===== config.mk =====
export PLATFORM = sky130hd
export DESIGN_NAME = parking_lane_controller
export DESIGN_NICKNAME = d
export VERILOG_FILES = /design/src/rtl/parking_lane_controller.sv
export SDC_FILE = /design/constraint.sdc
export NUM_CORES = 1
export LEC_CHECK = 0
export BUFFER_PORTS_ARGS = -buffer_cell sky130_fd_sc_hd__buf_2
export CAP_MARGIN = 20
export CORE_ASPECT_RATIO = 0.75
export CORE_MARGIN = 10
export CORE_UTILIZATION = 40
export CTS_BUF_LIST = sky130_fd_sc_hd__clkbuf_8
export CTS_CLUSTER_SIZE = 12
export DETAILED_ROUTE_END_ITERATION = 10
export GPL_TIMING_DRIVEN = 0
export PLACE_DENSITY = 0.57
export SLEW_MARGIN = 20
export SYNTH_ARGS = -nofsm -noshare
export SYNTH_HDL_FRONTEND = slang
export SYNTH_SLANG_ARGS = --single-unit

===== constraint.sdc =====
create_clock -name clk -period 5.02 [get_ports clk]
set_clock_uncertainty 0.05 [all_clocks]
set_input_delay 0.502 -clock clk [delete_from_list [all_inputs] [get_ports clk]]
set_output_delay 0.502 -clock clk [all_outputs]
set_load 0.02 [all_outputs]

===== src/rtl/parking_lane_controller.sv =====
// parking_lane_controller: filters lane photo-sensors, tracks vehicles per lane, drives gates and occupancy pulses
module parking_lane_fsm #(
    parameter int TIMEOUT  = 1000,
    parameter bit DENY_ERR = 1'b0
) (
    input  logic clk,
    input  logic reset,
    input  logic a,
    input  logic b,
    input  logic admit,
    output logic gate,
    output logic done,
    output logic err
);
    localparam int TW = $clog2(TIMEOUT + 1);
    typedef enum logic [2:0] {IDLE, SEEN_A, SEEN_AB, SEEN_B, DENY, WRONG} state_t;
    state_t state;
    logic [TW-1:0] timer;
    logic transit;
    logic expired;
    assign transit = state inside {SEEN_A, SEEN_AB, SEEN_B};
    assign expired = transit && timer == TW'(TIMEOUT - 1);
    // lane sequencing; gate lags the state by one cycle, done/err are single-cycle pulses
    always_ff @(posedge clk or negedge reset) begin
        if (!reset) begin
            state <= IDLE;
            timer <= '0;
            gate  <= 1'b0;
            done  <= 1'b0;
            err   <= 1'b0;
        end else begin
            gate  <= transit;
            done  <= 1'b0;
            err   <= 1'b0;
            timer <= transit ? timer + 1'b1 : '0;
            if (expired) begin
                state <= WRONG;
                err   <= 1'b1;
            end else begin
                case (state)
                    IDLE: case ({a, b})
                        2'b10: begin
                            state <= admit ? SEEN_A : DENY;
                            err   <= DENY_ERR && !admit;
                        end
                        2'b00: state <= IDLE;
                        default: begin
                            state <= WRONG;
                            err   <= 1'b1;
                        end
                    endcase
                    SEEN_A: case ({a, b})
                        2'b11: state <= SEEN_AB;
                        2'b00: state <= IDLE;
                        2'b01: begin
                            state <= WRONG;
                            err   <= 1'b1;
                        end
                        default: ;
                    endcase
                    SEEN_AB: case ({a, b})
                        2'b01: state <= SEEN_B;
                        2'b10: state <= SEEN_A;
                        2'b00: begin
                            state <= WRONG;
                            err   <= 1'b1;
                        end
                        default: ;
                    endcase
                    SEEN_B: case ({a, b})
                        2'b00: begin
                            state <= IDLE;
                            done  <= 1'b1;
                        end
                        2'b11: state <= SEEN_AB;
                        2'b10: begin
                            state <= WRONG;
                            err   <= 1'b1;
                        end
                        default: ;
                    endcase
                    DENY, WRONG: state <= ({a, b} == 2'b00) ? IDLE : state;
                    default: state <= IDLE;
                endcase
            end
        end
    end
endmodule

module parking_lane_controller #(
    parameter int CAPACITY   = 99,
    parameter int CW         = 7,
    parameter int DEB_CYCLES = 4,
    parameter int TIMEOUT    = 1000
) (
    input  logic          clk,
    input  logic          reset,
    input  logic          en_a,
    input  logic          en_b,
    input  logic          ex_a,
    input  logic          ex_b,
    input  logic [CW-1:0] count,
    output logic          inc,
    output logic          dec,
    output logic          entry_gate,
    output logic          exit_gate,
    output logic          full,
    output logic          empty,
    output logic          entry_err,
    output logic          exit_err
);
    localparam int DW = $clog2(DEB_CYCLES + 1);
    logic [3:0] raw, sync1, sync2, filt;
    logic en_done, ex_done, en_fsm_err, ex_fsm_err, en_arb_err, ex_arb_err;
    assign raw   = {en_a, en_b, ex_a, ex_b};
    assign full  = count >= CW'(CAPACITY);
    assign empty = count == '0;
    assign entry_err = en_fsm_err | en_arb_err;
    assign exit_err  = ex_fsm_err | ex_arb_err;
    // two-stage synchroniser for the asynchronous sensor inputs
    always_ff @(posedge clk or negedge reset) begin
        if (!reset) begin
            sync1 <= '0;
            sync2 <= '0;
        end else begin
            sync1 <= raw;
            sync2 <= sync1;
        end
    end
    for (genvar i = 0; i < 4; i++) begin : g_deb
        logic [DW-1:0] run;
        logic f;
        // adopt a new level only after DEB_CYCLES consecutive disagreeing samples
        always_ff @(posedge clk or negedge reset) begin
            if (!reset) begin
                run <= '0;
                f   <= 1'b0;
            end else if (sync2[i] == f) begin
                run <= '0;
            end else if (run == DW'(DEB_CYCLES - 1)) begin
                run <= '0;
                f   <= sync2[i];
            end else begin
                run <= run + 1'b1;
            end
        end
        assign filt[i] = f;
    end
    parking_lane_fsm #(.TIMEOUT(TIMEOUT), .DENY_ERR(1'b0)) u_entry (
        .clk(clk), .reset(reset), .a(filt[3]), .b(filt[2]), .admit(!full),
        .gate(entry_gate), .done(en_done), .err(en_fsm_err)
    );
    parking_lane_fsm #(.TIMEOUT(TIMEOUT), .DENY_ERR(1'b1)) u_exit (
        .clk(clk), .reset(reset), .a(filt[1]), .b(filt[0]), .admit(!empty),
        .gate(exit_gate), .done(ex_done), .err(ex_fsm_err)
    );
    // simultaneous completions cancel; otherwise bump the counter unless it is already at its limit
    always_ff @(posedge clk or negedge reset) begin
        if (!reset) begin
            inc        <= 1'b0;
            dec        <= 1'b0;
            en_arb_err <= 1'b0;
            ex_arb_err <= 1'b0;
        end else begin
            inc        <= en_done && !ex_done && !full;
            en_arb_err <= en_done && !ex_done && full;
            dec        <= ex_done && !en_done && !empty;
            ex_arb_err <= ex_done && !en_done && empty;
        end
    end
endmodule


==> flow_metrics.env, run 1 <==
export IMPL_synth_main_ff_cell="sky130_fd_sc_hd__dfrtp_1"
export IMPL_cts_tree="done"
export IMPL_drcViolationCount=0
export IMPL_clkSinkCount=60
export IMPL_report_final_slew_viol_count=0
export IMPL_crit_path_time_final_ns=2.23
export IMPL_dr_total_vias=1939
export IMPL_startpoint_type_of_the_worst_setup_path="flip-flop"
export IMPL_clockBufferDepth=2
export IMPL_crit_required_ns=5.18
export IMPL_avgSynthCellArea_um2=10.7
export IMPL_gp_congestion=0.834
export IMPL_detail_route_wl_per_cell_um=12.6
export IMPL_post_synth_fa_ha_maj_area_fraction_pct=8.63
export IMPL_synth_largest_area_cell="sky130_fd_sc_hd__dfrtp_1"
export IMPL_layout_drive_gt1_share_pct=15.7
export IMPL_tritoncts_buffer_count=9
export IMPL_synth_ff_latch_count=60
export IMPL_path_class="flip-flop to flip-flop"
export IMPL_drt_iter0_markers=74
export IMPL_critical_path_endpoint_type="flip-flop"
export IMPL_placementRows=26
export IMPL_max_vdd_ir_drop_mv=0.244
export IMPL_number_of_distinct_library_cells_after_synthesis=49
export IMPL_net_count_synth=303
export IMPL_grt_antenna_before_repair=0
export IMPL_diodes=0
export IMPL_tightestPinTransition_ns=0.741
export IMPL_cts_root_buf="sky130_fd_sc_hd__clkbuf_8"
export IMPL_timing_hold_violations_final=0
export IMPL_setup_tns_ns=0
export IMPL_grt_pass1_wl_mm=9.01
export IMPL_status="finished clean"
export IMPL_global_route_usage_total_pct=9.91
export IMPL_design_power_total_mw=1.71
export IMPL_most_common_layout_cells="60 x sky130_fd_sc_hd__dfrtp_1, 27 x sky130_fd_sc_hd__nor2_1, 21 x sky130_fd_sc_hd__buf_2"
export IMPL_largest_net_degree_at_the_start_of_global_routing=61
export IMPL_half_perimeter_wire_length_after_detailed_placement_mm=3.51
export IMPL_initial_utilization_pct=41.8
export IMPL_synth_xor_xnor_area_share_pct=5.14
export IMPL_detail_route_vias_per_cell=4.81
export IMPL_fp_dieArea_um2=11100
export IMPL_die_width_um=118
export IMPL_clkSlewWorstSetupHoldPaths_ns=0.07
export IMPL_later_pin_clock_latency_in_the_skew_report_ns=0.33
export IMPL_number_of_flops_mapped_to_enable_cells_by_yosys=0
export IMPL_finalSetupViolations=0
export IMPL_ios=21
export IMPL_timing_slew_headroom_pct=50.6
export IMPL_cts_repair_timing_setup_buffer_count=0
export IMPL_critical_path_arrival_ns=2.39
export IMPL_largest_family_of_logic_cells_by_synthesized_area="simple AND/OR/NAND/NOR gates"
export IMPL_synth_compound_area_share_pct=9.37
export IMPL_post_cts_resized_instances=0
export IMPL_yosys_warnings=0
export IMPL_synth_top_area_share_pct=51.8
export IMPL_seq_area_frac_synth_pct=51.8
export IMPL_grt_overflow_total=0
export IMPL_place_port_buffers=20
export IMPL_final_seq_area_um2=1500
export IMPL_drv_cap=0
export IMPL_multiInputGateArea_um2=1330
export IMPL_syn_to_final_growth_pct=14.8
export IMPL_syn_area_um2=2900
export IMPL_power_per_cell_area_nw_per_um2=514
export IMPL_cellLeakagePower_nw=1.55
export IMPL_post_synthesis_simple_gate_area_fraction_pct=21.2
export IMPL_fp_dieH_um=93.7
export IMPL_route_final_wire_length_mm=5.06
export IMPL_finalCritPeriodShare_pct=44.4
export IMPL_num_fill_cells=643
export IMPL_firstDrtPassIters=4
export IMPL_min_path_type="primary input to async pin"
export IMPL_most_common_library_cell_in_the_layout_ignoring_fill_and_taps="sky130_fd_sc_hd__dfrtp_1"
export IMPL_cts_hold_buffers_added=0
export IMPL_cts_max_level=3
export IMPL_maximum_frequency_from_static_timing_analysis_mhz=449
export IMPL_grt_setup_unrepaired="false"
export IMPL_post_synthesis_cells=270
export IMPL_cp_max_fo=5
export IMPL_ant_nets=0
export IMPL_grt_pass1_vias=1960
export IMPL_netlist_top_cells_area="sky130_fd_sc_hd__dfrtp_1 52%, sky130_fd_sc_hd__ha_1 8.6%, sky130_fd_sc_hd__nor2_1 3.5%, sky130_fd_sc_hd__xnor2_1 3.0%, sky130_fd_sc_hd__nor3b_1 2.6%"
export IMPL_num_nets_final=334
export IMPL_synthArstFlopShare_pct=100
export IMPL_core_area_um2=6930
export IMPL_synth_mux_area_fraction_pct=1.42
[kinds of logic (layout without fill, tap and decap cells)]
logic type	count (synthesis)	in the layout
and+or+nand+nor	111	111
muxes	4	4
xor gates and xnor gates	17	17
adders and majority gates	20	20
buffers and inverters	16	51
AOI/OAI and AO/OA	42	42
DFF	60	60
[cell type report]
| type | instances | share of cell area [%] |
|---|---|---|
| multi-input combinational | 194 | 39.9 |
| tap | 98 | 3.69 |
| clock inverter | 3 | 1.13 |
| inverter | 9 | 1.02 |
| sequential | 60 | 45.1 |
| buffer | 7 | 1.09 |
| timing repair buffer | 20 | 3.08 |
| clock buffer | 12 | 4.96 |
[synthesized netlist by cell type (4+ instances only)]
library cell and count:
sky130_fd_sc_hd__a21oi_1 11, sky130_fd_sc_hd__and3_1 4, sky130_fd_sc_hd__dfrtp_1 60, sky130_fd_sc_hd__ha_1 20, sky130_fd_sc_hd__inv_1 8, sky130_fd_sc_hd__nand2_1 17
sky130_fd_sc_hd__nand3_1 8, sky130_fd_sc_hd__nor2_1 27, sky130_fd_sc_hd__nor2b_1 6, sky130_fd_sc_hd__nor3_1 9, sky130_fd_sc_hd__nor3b_1 10, sky130_fd_sc_hd__o21ai_0 13
sky130_fd_sc_hd__or2_2 5, sky130_fd_sc_hd__xnor2_1 10, sky130_fd_sc_hd__xor2_1 7
[report_power, final]
part	leakage (nW)	switching, mW	total, mW	internal [mW]
Clock	0.111	0.174	0.438	0.264
Sequential	0.792	0.0662	0.644	0.578
Combinational	0.642	0.362	0.627	0.265
[worst max-delay path, cell delays in order, from the launching register on]
cell                      delay, ns
sky130_fd_sc_hd__dfrtp_1       0.44
sky130_fd_sc_hd__inv_1         0.15
sky130_fd_sc_hd__ha_1          0.27
sky130_fd_sc_hd__mux2_1        0.36
sky130_fd_sc_hd__o311a_4       0.40
sky130_fd_sc_hd__nor2_4        0.11
sky130_fd_sc_hd__nor3_1        0.06
sky130_fd_sc_hd__a211o_1       0.27
[worst paths after layout]
kind,from,to,slack [ns],cells after the start
max in group asynchronous,reset,sync1[1]$_DFF_PN0_,4.25,1
setup reg to reg,g_deb[0].f$_DFFE_PN0P_,u_exit.state[0]$_DFFE_PN0P_,2.79,7
min in group clk,en_a,sync1[3]$_DFF_PN0_,0.22,1
hold / removal,reset,g_deb[3].run[1]$_DFF_PN0_,0.19,1
hold reg to reg,sync1[2]$_DFF_PN0_,sync2[2]$_DFF_PN0_,0.30,0
setup / recovery,g_deb[0].f$_DFFE_PN0P_,u_exit.state[0]$_DFFE_PN0P_,2.79,7
[per-stage QoR]
stage	cells	hold slack, ns	area (um2)	utilization, %	setup slack [ns]
final	403	0.192	3330	48.0	2.79
after detailed placement	388	0.285	3120	45.1	2.80
after global routing	403	0.201	3330	48.0	2.68
after floorplan	270	0.156	2900	-	3.03
after CTS	403	0.208	3330	48.0	2.79
after global placement	388	0.281	3120	45.1	2.85
[flip-flops by register name (all words and copies together) (netlist names)]
register,cells
u_exit.done,1
u_entry.gate,1
u_entry.done,1
u_exit.gate,1
u_exit.state,3
dec,1
ex_arb_err,1
u_entry.state,3
u_exit.timer,10
en_arb_err,1
u_exit.err,1
g_deb.f,4
sync1,4
sync2,4
u_entry.timer,10
inc,1
u_entry.err,1
g_deb.run,12
[layer usage]
| metal | GRT usage [%] | wire length [um] |
|---|---|---|
| met1 | 13.1 | 2790 |
| met2 | 14.1 | 1930 |
| met3 | 4.38 | 300 |
| met4 | 3.29 | 40 |
| met5 | 0 | 0 |
Note: power is estimated with default switching activity, not from simulation.
==> run 2, diff against run 1 <==
--- a/config.mk
+++ b/config.mk
@@ -5,6 +5,7 @@
 export SDC_FILE = /design/constraint.sdc
 export NUM_CORES = 1
 export LEC_CHECK = 0
+export ABC_AREA = 1
 export BUFFER_PORTS_ARGS = -buffer_cell sky130_fd_sc_hd__buf_2
 export CAP_MARGIN = 20
 export CORE_ASPECT_RATIO = 0.75
@@ -14,7 +15,7 @@
 export CTS_CLUSTER_SIZE = 12
 export DETAILED_ROUTE_END_ITERATION = 10
 export GPL_TIMING_DRIVEN = 0
-export PLACE_DENSITY = 0.57
+export PLACE_DENSITY = 0.59
 export SLEW_MARGIN = 20
 export SYNTH_ARGS = -nofsm -noshare
 export SYNTH_HDL_FRONTEND = slang
==> constraint.sdc (replaced) <==
create_clock -name clk -period 1.9 [get_ports clk]
set_clock_uncertainty 0.05 [all_clocks]
set_input_delay 0.19 -clock clk [delete_from_list [all_inputs] [get_ports clk]]
set_output_delay 0.19 -clock clk [all_outputs]
set_load 0.02 [all_outputs]
==> flow_metrics.env, run 2 <==
export IMPL_grt_pass1_vias=2339
export IMPL_die_width_um=121
export IMPL_netlist_top_cells_area="sky130_fd_sc_hd__dfrtp_1 49%, sky130_fd_sc_hd__nand2_1 9.2%, sky130_fd_sc_hd__ha_1 8.2%, sky130_fd_sc_hd__nor2_1 6.3%, sky130_fd_sc_hd__inv_1 5.3%"
export IMPL_biggestRegsByFlops="g_deb.run: 12 flops, u_entry.timer: 10 flops, u_exit.timer: 10 flops"
export IMPL_place_port_buffers=20
export IMPL_drcViolationCount=0
export IMPL_critical_path_arrival_ns=1.84
export IMPL_number_of_flops_mapped_to_enable_cells_by_yosys=0
export IMPL_firstDrtPassIters=4
export IMPL_clockBufferDepth=2
export IMPL_synth_largest_area_cell="sky130_fd_sc_hd__dfrtp_1"
export IMPL_route_final_wire_length_mm=5.49
export IMPL_gp_congestion=0.827
export IMPL_min_path_type="primary input to flip-flop"
export IMPL_synth_top_area_share_pct=49.3
export IMPL_largest_register_ffs=12
export IMPL_clkSlewWorstSetupHoldPaths_ns=0.07
export IMPL_global_route_usage_total_pct=10.8
export IMPL_largest_net_degree_at_the_start_of_global_routing=61
export IMPL_final_core_util_pct=48.6
export IMPL_timing_slew_headroom_pct=50.1
export IMPL_post_synthesis_cells=355
export IMPL_path_class="flip-flop to flip-flop"
export IMPL_grt_pass1_wl_mm=10.1
export IMPL_later_pin_clock_latency_in_the_skew_report_ns=0.33
export IMPL_detail_route_wl_per_cell_um=11.0
export IMPL_r2r_cells=9
export IMPL_most_common_library_cell_in_the_layout_ignoring_fill_and_taps="sky130_fd_sc_hd__nand2_1"
export IMPL_worstReg2RegStart="g_deb[0].f$_DFFE_PN0P_"
export IMPL_report_final_slew_viol_count=0
export IMPL_crit_path_time_final_ns=1.68
export IMPL_syn_to_final_growth_pct=17.5
export IMPL_critical_path_endpoint_type="flip-flop"
export IMPL_initial_utilization_pct=41.4
export IMPL_final_cells=497
export IMPL_yosys_warnings=0
export IMPL_crit_end="u_exit.state[0]$_DFFE_PN0P_"
export IMPL_fp_dieArea_um2=11500
export IMPL_layout_drive_gt1_share_pct=14.6
export IMPL_synth_ff_latch_count=60
export IMPL_syn_area_um2=3050
export IMPL_dr_total_vias=2319
export IMPL_drt_iter0_markers=114
export IMPL_regMostFlops="g_deb.run"
export IMPL_crit_required_ns=2.06
export IMPL_placed_area_um2=3270
export IMPL_netlist_top_cells_count="75 x sky130_fd_sc_hd__nand2_1, 60 x sky130_fd_sc_hd__dfrtp_1, 51 x sky130_fd_sc_hd__nor2_1"
export IMPL_cts_tree="done"
export IMPL_max_vdd_ir_drop_mv=0.659
export IMPL_grt_overflow_total=0
export IMPL_ant_nets=0
export IMPL_synthArstFlopShare_pct=100
export IMPL_tightestPinTransition_ns=0.749
export IMPL_placementRows=27
export IMPL_fp_dieH_um=95.6
export IMPL_cp_startpoint="g_deb[0].f$_DFFE_PN0P_"
export IMPL_core_area_um2=7360
export IMPL_cellLeakagePower_nw=1.79
export IMPL_detail_route_vias_per_cell=4.67
export IMPL_seq_area_frac_synth_pct=49.3
export IMPL_cts_repair_timing_setup_buffer_count=0
export IMPL_synth_main_ff_cell="sky130_fd_sc_hd__dfrtp_1"
export IMPL_cts_max_level=3
export IMPL_drv_cap=0
export IMPL_reg2reg_setup_slack_ns=0.22
export IMPL_post_placement_cell_count=476
export IMPL_power_per_cell_area_nw_per_um2=1340
export IMPL_cts_root_buf="sky130_fd_sc_hd__clkbuf_8"
export IMPL_min_delay_path_depth=4
export IMPL_diodes=0
export IMPL_number_of_distinct_library_cells_after_synthesis=29
export IMPL_finalSetupViolations=0
export IMPL_half_perimeter_wire_length_after_detailed_placement_mm=4.02
export IMPL_tritoncts_buffer_count=9
export IMPL_avgSynthCellArea_um2=8.58
export IMPL_setup_tns_ns=0
export IMPL_finalCritPeriodShare_pct=88.4
export IMPL_timing_rr_end="u_exit.state[0]$_DFFE_PN0P_"
export IMPL_timing_hold_violations_final=0
export IMPL_cp_max_fo=6
export IMPL_grt_antenna_before_repair=0
export IMPL_ios=21
export IMPL_yosys_cell_count_top_type="sky130_fd_sc_hd__nand2_1"
export IMPL_num_nets_final=424
export IMPL_num_fill_cells=747
export IMPL_most_common_layout_cells="75 x sky130_fd_sc_hd__nand2_1, 59 x sky130_fd_sc_hd__dfrtp_1, 50 x sky130_fd_sc_hd__nor2_1"
export IMPL_maximum_frequency_from_static_timing_analysis_mhz=596
export IMPL_net_count_synth=388
export IMPL_grt_setup_unrepaired="false"
export IMPL_final_cell_area_um2=3580
export IMPL_clkSinkCount=60
export IMPL_startpoint_type_of_the_worst_setup_path="flip-flop"
export IMPL_status="finished clean"
-- run 2: per-stage QoR --
stage | worst slack (ns) | hold slack [ns] | power [mW]
after floorplan | 0.415 | -0.156 | 3.02
after global placement | 0.219 | 0.250 | 3.36
after detailed placement | 0.183 | 0.250 | 3.41
after CTS | 0.163 | 0.0955 | 4.89
after global routing | 0.0119 | 0.121 | 5.26
final | 0.221 | 0.116 | 4.81
-- run 2: worst min-delay path by stage --
stage / startpoint / endpoint / slack, ns
6_report: count[6] / ex_arb_err$_DFF_PN0_ / 0.12
5_1_grt: count[6] / ex_arb_err$_DFF_PN0_ / 0.12
4_1_cts: count[6] / ex_arb_err$_DFF_PN0_ / 0.1
3_5_place_dp: ex_a / sync1[1]$_DFF_PN0_ / 0.25
3_3_place_gp: en_b / sync1[2]$_DFF_PN0_ / 0.25
2_1_floorplan: reset / dec$_DFF_PN0_ / -0.16
-- run 2: worst max-delay path, stage by stage, from the launching register on --
cell and delay (ns):
sky130_fd_sc_hd__dfrtp_2 0.44, sky130_fd_sc_hd__inv_1 0.15, sky130_fd_sc_hd__ha_1 0.30, sky130_fd_sc_hd__nor2_1 0.08, sky130_fd_sc_hd__nand3_1 0.10, sky130_fd_sc_hd__nand2_1 0.06
sky130_fd_sc_hd__nand2_1 0.07, sky130_fd_sc_hd__nand2_1 0.09, sky130_fd_sc_hd__a21oi_1 0.14, sky130_fd_sc_hd__nand2_1 0.07
-- run 2: final cells by class --
class / count / area, um2 / area share (%)
well taps: 101 / 126 / 3.53
clock buffers: 11 / 151 / 4.23
multi-input cells: 247 / 1360 / 37.9
plain buffers: 2 / 15.0 / 0.420
clock inverters: 5 / 98.8 / 2.76
flip-flops and latches: 60 / 1500 / 42.0
repair buffers: 25 / 153 / 4.27
inverters: 46 / 175 / 4.90
-- run 2: layer usage --
metal | vias to the layer above | GRT usage, % | routed length, um
met3 | 6 | 4.13 | 278
met2 | 44 | 17.2 | 2400
met5 | - | 0 | 0
met1 | 1063 | 13.3 | 2760
met4 | 0 | 3.71 | 46
li1 | 1206 | - | -
-- run 2: cell families after synthesis --
family	after synthesis	share of synthesized area, %
xor gates and xnor gates	5	1.44
adders and majority gates	20	8.22
DFF	60	49.3
buffers and inverters	48	6.24
AOI/OAI and AO/OA	31	5.38
and+or+nand+nor	191	29.4
-- run 2: repair_timing --
| action | 4_1_cts | 5_1_grt |
|---|---|---|
| hold buffers | 5 | 0 |
| gates resized for setup | 0 | 2 |
| setup endpoints to repair | 0 | 5 |
| hold endpoints to repair | 64 | 0 |
-- run 2: report_power, final --
part	leakage [nW]	switching (mW)	internal [mW]
logic	0.870	1.07	0.615
registers	0.785	0.172	1.52
clock network	0.131	0.491	0.937
total	1.79	1.73	3.08
==> run 3, diff against run 2 <==
--- a/config.mk
+++ b/config.mk
@@ -5,7 +5,6 @@
 export SDC_FILE = /design/constraint.sdc
 export NUM_CORES = 1
 export LEC_CHECK = 0
-export ABC_AREA = 1
 export BUFFER_PORTS_ARGS = -buffer_cell sky130_fd_sc_hd__buf_2
 export CAP_MARGIN = 20
 export CORE_ASPECT_RATIO = 0.75
==> flow_metrics.env, run 3 (synthesis gave the netlist of run 1 again) <==
export IMPL_status="finished with violations"
export IMPL_violations_in_the_final_reports="negative setup slack"
export IMPL_share_comb_of_total_power_pct=39.1
export IMPL_final_core_util_pct=51.0
export IMPL_grt_setup_unrepaired="true"
export IMPL_biggestRegsByFlops="g_deb.run: 12 flops, u_entry.timer: 10 flops, u_exit.timer: 10 flops"
export IMPL_timing_hold_violations_final=0
export IMPL_switching_share_of_power_pct=35.3
export IMPL_core_area_um2=6930
export IMPL_path_class="flip-flop to flip-flop"
export IMPL_regMostFlops="g_deb.run"
export IMPL_later_pin_clock_latency_in_the_skew_report_ns=0.33
export IMPL_reg2reg_setup_slack_ns=-0.01
export IMPL_startpoint_type_of_the_worst_setup_path="flip-flop"
export IMPL_grt_pass1_vias=2095
export IMPL_diodes=0
export IMPL_met2_length_mm=2.22
export IMPL_setup_tns_ns=-0.0131
export IMPL_critical_path_arrival_ns=2.08
export IMPL_layout_drive_gt1_share_pct=23.5
export IMPL_die_width_um=118
export IMPL_syn_to_final_growth_pct=21.9
export IMPL_firstDrtPassIters=4
export IMPL_finalCritPeriodShare_pct=101
export IMPL_drcViolationCount=0
export IMPL_cts_tree="done"
export IMPL_crit_required_ns=2.06
export IMPL_clockPowerShare_pct=26.1
export IMPL_top_signal_layer_used="met4"
export IMPL_gp_congestion=0.813
export IMPL_finalWorstSetupSlack_ns=-0.0131
export IMPL_largest_register_ffs=12
export IMPL_ant_nets=0
export IMPL_cellLeakagePower_nw=1.60
export IMPL_wl_met1_mm=2.72
export IMPL_tightestPinTransition_ns=0.758
export IMPL_detail_route_wl_per_cell_um=12.7
export IMPL_routed_wl_met3_um=297
export IMPL_cts_max_level=3
export IMPL_timing_slew_headroom_pct=49.4
export IMPL_initial_utilization_pct=41.8
export IMPL_maximum_frequency_from_static_timing_analysis_mhz=523
export IMPL_half_perimeter_wire_length_after_detailed_placement_mm=3.52
export IMPL_clkSinkCount=60
export IMPL_largest_net_degree_at_the_start_of_global_routing=61
export IMPL_placementRows=26
export IMPL_drv_cap=0
export IMPL_clockBufferDepth=2
export IMPL_num_nets_final=347
export IMPL_cellInternalPower_mw=3.17
export IMPL_ios=21
export IMPL_finalSetupViolations=1
export IMPL_most_common_library_cell_in_the_layout_ignoring_fill_and_taps="sky130_fd_sc_hd__dfrtp_1"
export IMPL_cts_root_buf="sky130_fd_sc_hd__clkbuf_8"
export IMPL_report_final_slew_viol_count=0
export IMPL_global_route_usage_total_pct=10.6
export IMPL_fp_dieArea_um2=11100
export IMPL_dr_total_vias=2026
export IMPL_most_common_layout_cells="57 x sky130_fd_sc_hd__dfrtp_1, 27 x sky130_fd_sc_hd__nor2_1, 21 x sky130_fd_sc_hd__buf_2"
export IMPL_critical_path_endpoint_type="flip-flop"
export IMPL_route_final_wire_length_mm=5.31
export IMPL_power_switching_mw=1.73
export IMPL_place_port_buffers=20
export IMPL_drt_iter0_markers=69
export IMPL_seq_power_share_pct=34.9
export IMPL_grt_overflow_total=0
export IMPL_cp_max_fo=5
export IMPL_max_vdd_ir_drop_mv=0.485
export IMPL_tritoncts_buffer_count=9
export IMPL_fp_dieH_um=93.7
export IMPL_crit_path_time_final_ns=1.91
export IMPL_grt_pass1_wl_mm=9.67
export IMPL_power_per_cell_area_nw_per_um2=1390
export IMPL_clkSlewWorstSetupHoldPaths_ns=0.07
export IMPL_grt_antenna_before_repair=0
export IMPL_min_path_type="primary input to flip-flop"
export IMPL_detail_route_vias_per_cell=4.86
## run 3: through the flow
stage / instances / power, mW / cell area (um2) / worst slack (ns) / hold WS [ns]
final: 417 / 4.90 / 3530 / -0.0131 / 0.107
after global routing: 417 / 5.31 / 3530 / -0.0911 / 0.127
after CTS: 417 / 4.89 / 3500 / -0.00510 / 0.0950
after detailed placement: 388 / 3.42 / 3140 / -0.182 / 0.249
after global placement: 388 / 3.40 / 3140 / -0.180 / 0.248
after floorplan: 270 / 3.01 / 2920 / -0.0516 / -0.156
## run 3: repair_timing
action | in CTS | in global routing
pin swaps | 4 | 1
hold buffers | 5 | 0
setup endpoints to repair | 5 | 9
endpoints found under the hold margin | 64 | 0
resized for setup | 7 | 8
setup buffers | 8 | 0
## run 3: area by class of cell
class / count / area (um2)
fill: 642 / 3400
clock buffer: 10 / 138
multi-input combinational: 194 / 1390
timing repair buffer: 33 / 213
sequential: 60 / 1510
buffer: 7 / 36.3
clock inverter: 6 / 87.6
inverter: 9 / 38.8
tap: 98 / 123
## run 3: path summary, 6_finish.rpt
kind | from | cells after the start | endpoint
hold / removal | count[6] | 4 | ex_arb_err$_DFF_PN0_
min in group asynchronous | reset | 2 | u_entry.timer[5]$_DFF_PN0_
hold reg to reg | sync1[2]$_DFF_PN0_ | 0 | sync2[2]$_DFF_PN0_
setup reg to reg | g_deb[1].f$_DFFE_PN0P_ | 7 | u_exit.state[0]$_DFFE_PN0P_
setup / recovery | g_deb[1].f$_DFFE_PN0P_ | 7 | u_exit.state[0]$_DFFE_PN0P_
max in group asynchronous | reset | 2 | g_deb[0].f$_DFFE_PN0P_
## run 3: metal layers
| layer | GRT usage [%] | vias to the layer above |
|---|---|---|
| li1 | - | 1024 |
| met1 | 13.5 | 951 |
| met2 | 16.0 | 42 |
| met3 | 4.26 | 9 |
| met4 | 3.80 | 0 |
| met5 | 0 | - |
## run 3: worst max-delay path, stage by stage (launching register included)
cell and delay (ns):
sky130_fd_sc_hd__dfrtp_2 0.44, sky130_fd_sc_hd__inv_4 0.10, sky130_fd_sc_hd__ha_4 0.20, sky130_fd_sc_hd__or4b_4 0.47, sky130_fd_sc_hd__o311a_4 0.16, sky130_fd_sc_hd__nor2_4 0.10, sky130_fd_sc_hd__nor3_2 0.05, sky130_fd_sc_hd__a211o_1 0.23
## run 3: power by group through the flow
stage / Combinational, mW / Sequential [mW] / Clock [mW]
floorplan: 1.30 / 1.71 / 0
global placement: 1.68 / 1.73 / 0
detailed placement: 1.68 / 1.73 / 0
CTS: 1.86 / 1.71 / 1.32
global route: 2.19 / 1.75 / 1.37
finish: 1.92 / 1.71 / 1.28
